## src/rtl/dla_lane_skid_stage.sv

```systemverilog
// -----------------------------------------------------------------------------
// dla_lane_skid_stage
// Elastic valid/ready register stage between the DLA multiplier array and the
// adder tree. Holds up to two beats (main + skid) so in_ready is a function of
// registered state only, and stores a pre-reduced lane sum with every beat.
//
// Ports:
//   clk        rising-edge clock
//   rst        asynchronous active-low reset
//   stall      global DLA stall, freezes all state and blocks transfers
//   flush      synchronous clear of both buffered beats
//   in_valid   upstream beat valid
//   in_ready   stage can accept a beat (combinational from state + stall)
//   in_data    LANES lane products, WIDTH bits each
//   out_valid  output beat valid (combinational from state + stall)
//   out_ready  downstream accepts
//   out_data   registered lane products of the head beat
//   out_sum    registered full-precision sum of the head beat's lanes
//   occupancy  number of beats held (0..2)
// -----------------------------------------------------------------------------
module dla_lane_skid_stage #(
   parameter int unsigned WIDTH  = 16,
   parameter int unsigned LANES  = 9,
   parameter bit          SIGNED = 1'b1,
   parameter int unsigned SUMW   = WIDTH + $clog2(LANES)
) (
   input  logic             clk,
   input  logic             rst,
   input  logic             stall,
   input  logic             flush,
   input  logic             in_valid,
   output logic             in_ready,
   input  logic [WIDTH-1:0] in_data [LANES-1:0],
   output logic             out_valid,
   input  logic             out_ready,
   output logic [WIDTH-1:0] out_data [LANES-1:0],
   output logic [SUMW-1:0]  out_sum,
   output logic [1:0]       occupancy
);

   // Buffer fill state: main holds the head beat, skid the one behind it.
   typedef enum logic [1:0] {
      ST_EMPTY = 2'd0,
      ST_ONE   = 2'd1,
      ST_FULL  = 2'd2
   } state_t;

   state_t           r_state;
   state_t           w_state_nxt;
   logic             r_alive;
   logic [WIDTH-1:0] r_main_data [LANES-1:0];
   logic [WIDTH-1:0] r_skid_data [LANES-1:0];
   logic [SUMW-1:0]  r_main_sum;
   logic [SUMW-1:0]  r_skid_sum;
   logic [SUMW-1:0]  w_in_sum;
   logic             w_main_valid;
   logic             w_skid_valid;
   logic             w_in_fire;
   logic             w_out_fire;
   logic             w_main_ld_in;
   logic             w_main_ld_skid;
   logic             w_skid_ld;

   // Extend one lane to the sum width according to its signedness.
   function automatic logic [SUMW-1:0] lane_ext(input logic [WIDTH-1:0] v);
      if (SIGNED) begin
         return SUMW'($signed(v));
      end
      return SUMW'(v);
   endfunction

   // Lane reduction of the incoming beat; captured alongside the beat.
   always_comb begin
      w_in_sum = '0;
      for (int unsigned i = 0; i < LANES; i++) begin
         w_in_sum = w_in_sum + lane_ext(in_data[i]);
      end
   end

   assign w_main_valid = (r_state != ST_EMPTY);
   assign w_skid_valid = (r_state == ST_FULL);

   // r_alive keeps in_ready low while reset is held and until the first edge.
   assign in_ready  = r_alive && !w_skid_valid && !stall;
   assign out_valid = w_main_valid && !stall;
   assign w_in_fire  = in_valid && in_ready;
   assign w_out_fire = out_valid && out_ready;

   // State register.
   always_ff @(posedge clk or negedge rst) begin
      if (!rst) begin
         r_state <= ST_EMPTY;
         r_alive <= 1'b0;
      end else begin
         r_state <= w_state_nxt;
         r_alive <= 1'b1;
      end
   end

   // Next-state and datapath load selects. Stall wins over flush.
   always_comb begin
      w_state_nxt    = r_state;
      w_main_ld_in   = 1'b0;
      w_main_ld_skid = 1'b0;
      w_skid_ld      = 1'b0;
      if (!stall) begin
         if (flush) begin
            w_state_nxt = ST_EMPTY;
         end else begin
            case (r_state)
               ST_EMPTY: begin
                  if (w_in_fire) begin
                     w_main_ld_in = 1'b1;
                     w_state_nxt  = ST_ONE;
                  end
               end
               ST_ONE: begin
                  if (w_in_fire && w_out_fire) begin
                     w_main_ld_in = 1'b1;
                  end else if (w_in_fire) begin
                     w_skid_ld   = 1'b1;
                     w_state_nxt = ST_FULL;
                  end else if (w_out_fire) begin
                     w_state_nxt = ST_EMPTY;
                  end
               end
               ST_FULL: begin
                  // in_ready is low here, so only the drain can happen.
                  if (w_out_fire) begin
                     w_main_ld_skid = 1'b1;
                     w_state_nxt    = ST_ONE;
                  end
               end
               default: begin
                  w_state_nxt = ST_EMPTY;
               end
            endcase
         end
      end
   end

   // Main and skid data/sum registers.
   always_ff @(posedge clk or negedge rst) begin
      if (!rst) begin
         for (int unsigned i = 0; i < LANES; i++) begin
            r_main_data[i] <= '0;
            r_skid_data[i] <= '0;
         end
         r_main_sum <= '0;
         r_skid_sum <= '0;
      end else begin
         if (w_main_ld_in) begin
            r_main_data <= in_data;
            r_main_sum  <= w_in_sum;
         end else if (w_main_ld_skid) begin
            r_main_data <= r_skid_data;
            r_main_sum  <= r_skid_sum;
         end
         if (w_skid_ld) begin
            r_skid_data <= in_data;
            r_skid_sum  <= w_in_sum;
         end
      end
   end

   assign out_data  = r_main_data;
   assign out_sum   = r_main_sum;
   assign occupancy = 2'(w_main_valid) + 2'(w_skid_valid);

endmodule

```

## config.mk

```make
export PLATFORM = sky130hd
export DESIGN_NAME = dla_lane_skid_stage
export DESIGN_NICKNAME = d
export VERILOG_FILES = /design/src/rtl/dla_lane_skid_stage.sv
export SDC_FILE = /design/constraint.sdc
export NUM_CORES = 1
export LEC_CHECK = 0
export ABC_AREA = 1
export CAP_MARGIN = 20
export CORE_MARGIN = 4
export CORE_UTILIZATION = 55
export CTS_CLUSTER_SIZE = 25
export DETAILED_ROUTE_END_ITERATION = 10
export MAX_ROUTING_LAYER = met4
export PLACE_DENSITY_LB_ADDON = 0.12
export SYNTH_ARGS = -nofsm -noshare
export SYNTH_HDL_FRONTEND = slang
export SYNTH_SLANG_ARGS = --single-unit
```

## constraint.sdc

```tcl
create_clock -name clk -period 3.9 [get_ports clk]
set_input_delay 0.585 -clock clk [delete_from_list [all_inputs] [get_ports clk]]
set_output_delay 0.585 -clock clk [all_outputs]
set_load 0.03 [all_outputs]
```

# Word-level counts from Yosys, hierarchy flattened
# Index checks and enable logic that the tools add are counted.
[word_totals] reg_bits=331 input_bits=150 out_inout_bits=168 elab_cells=74
[op_classes] n_addsub=9 eq_ne=6 mux=24 bitwise_logic=1 n_reduce_logical=12
[op_table] cell="144-bit two-way mux" n=2
[op_table] cell="20-bit adder" n=4
[op_table] cell="20-bit two-way mux" n=2
[op_table] cell="19-bit by 16-bit adder with 20-bit output" n=1
[op_table] cell="18-bit by 16-bit adder with 19-bit output" n=1
[op_table] cell="17-bit by 16-bit adder with 18-bit output" n=1
[op_table] cell="16-bit by 16-bit adder with 17-bit output" n=1
[op_table] cell="1-bit two-way mux" n=12
[op_table] cell="2-bit two-way mux" n=6
[op_table] cell="1-bit logical AND" n=6
[op_table] cell="3-bit != test (second input constant)" n=2
[op_table] cell="2-bit one-hot mux with 3 select lines" n=1
[op_table] cell="5-bit AND reduction" n=1
[op_table] cell="4-bit != test (second input constant)" n=1
[op_table] cell="2-bit nonzero test" n=2
[op_table] cell="3-bit by 2-bit != test with 1-bit output (second input constant)" n=1
[op_table] cell="1-bit by 1-bit adder with 2-bit output" n=1
[op_table] cell="2-bit by 1-bit == test with 1-bit output (second input constant)" n=1
[op_table] cell="2-bit == test (second input constant)" n=1
[op_table] cell="1-bit logical NOT" n=2
[op_table] cell="2-bit logical NOT" n=1
[op_table] cell="1-bit one-hot mux with 2 select lines" n=1
[op_table] cell="1-bit inverter" n=1

# Depth between registers and ports, before layout
[logic_depth] ltp_word=11 mapped_depth=20

# Least setup slack after synthesis
# OpenSTA, ideal clock, no wires.
[synth_timing] path_type="input -> register" startpoint="input in_data[98] in the netlist's numbering" endpoint="register r_main_sum[14] (netlist: out_sum[14])" setup_ns=0.117 arrival_time_ns=4.057 t_required_ns=3.783 setup_slack_ns=-0.275 stages=17 n_path_buf=0 path_cell_list="fa_1 > fa_1 > inv_1 > fa_1 > fa_1 > inv_1 > ha_1 > inv_1 > fa_1 > o21ai_0 > nand2_1 > nand2_1 > nand2_1 > nand2_1 > nand2_1 > nand3_1 > nand2_1"
[synth_between] elab_chain_len=4
[synth_rtl] element="from (decl)" line="33" text="input logic [WIDTH-1:0] in_data [LANES-1:0],"
[synth_rtl] element="20-bit adder (3 in series)" line="76" text="w_in_sum = w_in_sum + lane_ext(in_data[i]);"
[synth_rtl] element="20-bit two-way mux" line="152" text="if (w_main_ld_in) begin"
[synth_rtl] element="to (signal assigned)" line="154" text="r_main_sum <= w_in_sum;"
[synth_rtl] element="to (signal assigned)" line="157" text="r_main_sum <= r_skid_sum;"
[synth_rtl] element="to (decl)" line="53" text="logic [SUMW-1:0] r_main_sum;"
# No other way between the ends.
# A chain may end at the register's enable or synchronous reset.

# Final worst setup path
[layout_timing] startpoint="input in_data[2] in the netlist's numbering" endpoint="register r_skid_sum[10]"
[layout_between] elab_chain_len=8
[layout_rtl] element="16-bit by 16-bit adder with 17-bit output" line="76"
[layout_rtl] element="17-bit by 16-bit adder with 18-bit output" line="76"
[layout_rtl] element="18-bit by 16-bit adder with 19-bit output" line="76"
[layout_rtl] element="19-bit by 16-bit adder with 20-bit output" line="76"
[layout_rtl] element="20-bit adder (4 in series)" line="76"
[layout_rtl] element="to (signal assigned)" line="161" text="r_skid_sum <= w_in_sum;"
[layout_rtl] element="to (decl)" line="54" text="logic [SUMW-1:0] r_skid_sum;"
# No other way between the ends.

==> parameters.txt <==
Parameter                              Value

Run status
  Run status    finished, final reports clean

STA
  Share of the clock period used by the worst path    between 90% and 100%
  Worst slew pin tran    between 1 and 1.5 ns
  Max Transition Viols Final    0
  Final clock skew    0.01983 ns
  Fin. Hold Viols    0
  Setup repair after global routing missed its margin    true
  Rel. slew slack    between 20% and 30%
  Tmin final    just under 4 ns
  FMAX    between 200 and 300 MHz
  Final setup violation count    0

Hold path
  Worst min path class    in -> async

GRT
  Initial antenna violation count    3
  Vias in the first global route    around 15,000
  Maximum number of pins on one net before global-route repair    roughly 170
  GR Overflow Total    0
  All-Layer GR Usage    a little under a third
  Wire length of the first global-routing pass    86,510 um

Power and ir drop
  Sw Share    roughly 45%
  Portion of total power attributed to combinational logic    63.0%
  Clk pwr share    between 10% and 20%
  Power per cell area    around 1000 mW/mm2
  Part of the total power dissipated in sequential elements    between 20% and 30%
  Static leakage    between 0.01 and 0.015 uW
  Power, Total    about 25,000 uW
  VDD IR-drop max    roughly 0.00071 V
  Switching power summed over all nets    between 10,000 and 15,000 uW
  Internal    between 10,000 and 15,000 uW

Critical path
  Top delay family on crit path    adder cells
  Critical Path Fanout Max    4
  Crit path DAT    between 4 and 5 ns
  Launching instance or port of the critical path    in_data[2]
  Critical path endpoint category    flip-flop
  Maximum cell stage delay along the critical path    between 0.6 and 0.7 ns
  Category of the most critical setup path    in -> reg
  Most common cell on crit path    sky130_fd_sc_hd__fa_2
  Worst path cell trace    buf_8 -> fa_2 -> inv_2 -> fa_1 -> fa_2 -> fa_1 -> inv_1 -> ha_2 -> inv_2 -> fa_2 -> o21ai_4 -> nand2_2 -> nand2_4 -> nand2_1 -> inv_1 -> nor2_1 -> nand2_1 -> o21ai_1
  Reg2Reg Launch Point    r_state[0]$_DFFE_PN0P_
  Crit path buf inv count    5
  CP max stage cell    sky130_fd_sc_hd__fa_2
  CP Data Required Time    around 4.3 ns
  Critical path startpoint category    primary input

Die
  Effective utilization at floorplan    between 50% and 60%
  Die footprint    0.03710 mm2
  Number of placement rows    between 60 and 70
  Io pins    about 320
  Die width    around 190 um
  Die height    between 150 and 200 um
  Core Area    around 0.034 mm2

Yosys
  Cell count after synthesis    between 1,500 and 2,000
  Library cell with the highest instance count after synthesis    sky130_fd_sc_hd__nand2_1
  Async set or reset register ratio after synthesis    100.0%
  Post-Syn Nets    around 2,200
  Cells taking the most area after synthesis    sky130_fd_sc_hd__dfrtp_1 44%, sky130_fd_sc_hd__fa_1 12%, sky130_fd_sc_hd__o211ai_2 9.3%
  Number of flops mapped to enable cells by yosys    0
  Sequential-to-total area share from yosys stat    between 40 and 50%
  Number of distinct library cell variants in the gate-level netlist after synthesis    30
  Most used DFF post-synth    sky130_fd_sc_hd__dfrtp_1
  Average footprint of a synthesized cell    a little under 10 um2
  Yosys reg bits    about 330
  Post-synthesis instance area    ~0.019 mm2
  Dominant cell type by area after synthesis    sky130_fd_sc_hd__dfrtp_1
  Fraction of post-synthesis cell area in the top cell type by area    44.19%
  Commonest cells in the netlist    461 x sky130_fd_sc_hd__nand2_1, 331 x sky130_fd_sc_hd__dfrtp_1, 293 x sky130_fd_sc_hd__inv_1, 139 x sky130_fd_sc_hd__o211ai_2, 120 x sky130_fd_sc_hd__nand3_1
  Yosys warning count    0

CTS
  Maximum buffer depth of the clock tree    3
  Clock tree from TritonCTS    built
  Clock-pin transition on the worst setup and hold timing paths    about 0.06 ns
  H-tree lvl count    2
  Number of buffers created by CTS    37
  Number of sinks handled by clock tree synthesis    331
  Root Buffer Master    sky130_fd_sc_hd__clkbuf_16
  Worst skew pair latency    0.53 ns

Cells and area
  Post-route cell area    around 0.025 mm2
  Net count, final    2,593
  Fraction of layout cells with a size suffix above 1    30.39%
  Syn-to-layout area delta    34.01%
  Number of non-filler instances in the completed layout    around 2,800

Placed design
  Cell Count Post-Placement    ~2,700
  Weighted congestion reported at the end of routability-driven placement    0.9357
  Placed wire-length estimate after detailed placement    ~40,000 um
  Count of port buffers added during placement    between 300 and 400
  Standard cell area after detailed placement    about 0.023 mm2

Detailed routing
  Vias per cell    between 5 and 6
  Total wire length    56,540 um
  Average wire per standard cell    between 20 and 25 um
  Routed via count    about 15,000
  Violation count after the first detailed-routing iteration    around 1,300
  Post-route DRC violation count    0
  Number of detailed-route iterations in the first pass    6
  Antenna-violating nets left    0

Job
  Number of maximum-capacitance constraint violations    0
[cells by family after synthesis]
family                     synth area share [%]
adders and majority gates                 13.62
other                                   0.02000
and+or+nand+nor                           18.18
buffers and inverters                     9.671
DFF                                       44.19
AOI/OAI and AO/OA                         14.04
xor gates and xnor gates                 0.2803
[repair_timing]
action,CTS,global route
resized for setup,275,239
hold buffers,0,0
setup buffers,9,15
endpoints found under the setup margin,32,32
pin swaps,89,179
gates cloned,0,0
[final cells by class]
cell class | count | area [um2]
multi-input combinational | 1174 | 9520
fill | 2359 | 8496
sequential | 331 | 8283
timing repair buffer | 467 | 4332
inverter | 297 | 1130
clock buffer | 52 | 1055
tap | 448 | 560.5
clock inverter | 15 | 232.7
antenna | 3 | 7.507
[cells in the final DEF (no fill, tap or decap), drive strengths merged]
cell type,count
a21oi,16
and2,2
buf,155
bufinv,6
clkbuf,74
clkdlybuf4s15,10
clkdlybuf4s50,175
clkinv,7
conb,1
dfrtp,331
diode,3
dlygate4sd2,64
dlymetal6s2s,41
fa,115
ha,20
inv,299
nand2,464
nand3,200
nand3b,8
nand4,3
nor2,33
nor3,5
nor4,1
o211ai,141
o21ai,158
o21bai,1
xnor2,1
xor2,5
[sequential cells by signal, summed over array words and instances, names as in the netlist]
register	flops
out_data	144
out_sum	20
r_alive	1
r_skid_data	144
r_skid_sum	20
r_state	2
[power groups by stage]
stage | Sequential [uW] | Combinational, uW | Clock (uW)
2_1_floorplan | 7110 | 5470 | 0
3_3_place_gp | 5520 | 11600 | 0
3_5_place_dp | 5560 | 11800 | 0
4_1_cts | 5530 | 13700 | 3770
5_1_grt | 5690 | 16900 | 3920
6_report | 5540 | 15700 | 3720
[worst reg2reg max path, cell delays in order, from the launching register on]
cell and delay (ns):
sky130_fd_sc_hd__dfrtp_1 0.48, sky130_fd_sc_hd__inv_2 0.07, sky130_fd_sc_hd__nand2_2 0.09, sky130_fd_sc_hd__nand4_1 0.14, sky130_fd_sc_hd__nor2_2 0.29, sky130_fd_sc_hd__nand2_8 0.37, sky130_fd_sc_hd__inv_1 0.68, sky130_fd_sc_hd__o21ai_0 0.16
[layer usage]
layer / up-vias / wire length, um / GRT usage (%) / part of all wire, %
li1: 6904 / - / - / -
met1: 7639 / 23390 / 42.08 / 41
met2: 556 / 26770 / 47.76 / 47
met3: 97 / 4662 / 6.711 / 8.2
met4: 0 / 1715 / 8.941 / 3.0
met5: - / 0 / - / 0
[stage by stage]
stage	util, %	TNS, ns	worst slack, ns	hold WS, ns
finish	74.73	0	0.01493	0.1569
global route	74.73	-0.8079	-0.09039	0.2320
CTS	73.16	-0.1149	-0.03141	0.2082
detailed placement	68.08	-26.36	-0.9107	0.4650
global placement	68.08	-25.80	-0.8944	0.4608
floorplan	-	0	0.006161	0.2894
[worst paths after layout]
path	slack (ns)	cells after the start	end
min reg2reg	0.47	2	r_skid_sum[14]$_DFFE_PN0P_
min	0.16	1	out_data[92]$_DFFE_PN0P_
max reg2reg	1.48	7	r_skid_sum[9]$_DFFE_PN0P_
max	0.01	18	r_skid_sum[10]$_DFFE_PN0P_
min in group clk	0.32	3	r_skid_data[34]$_DFFE_PN0P_
max in group asynchronous	2.85	2	out_data[22]$_DFFE_PN0P_
(Power assumes the default switching activity.)
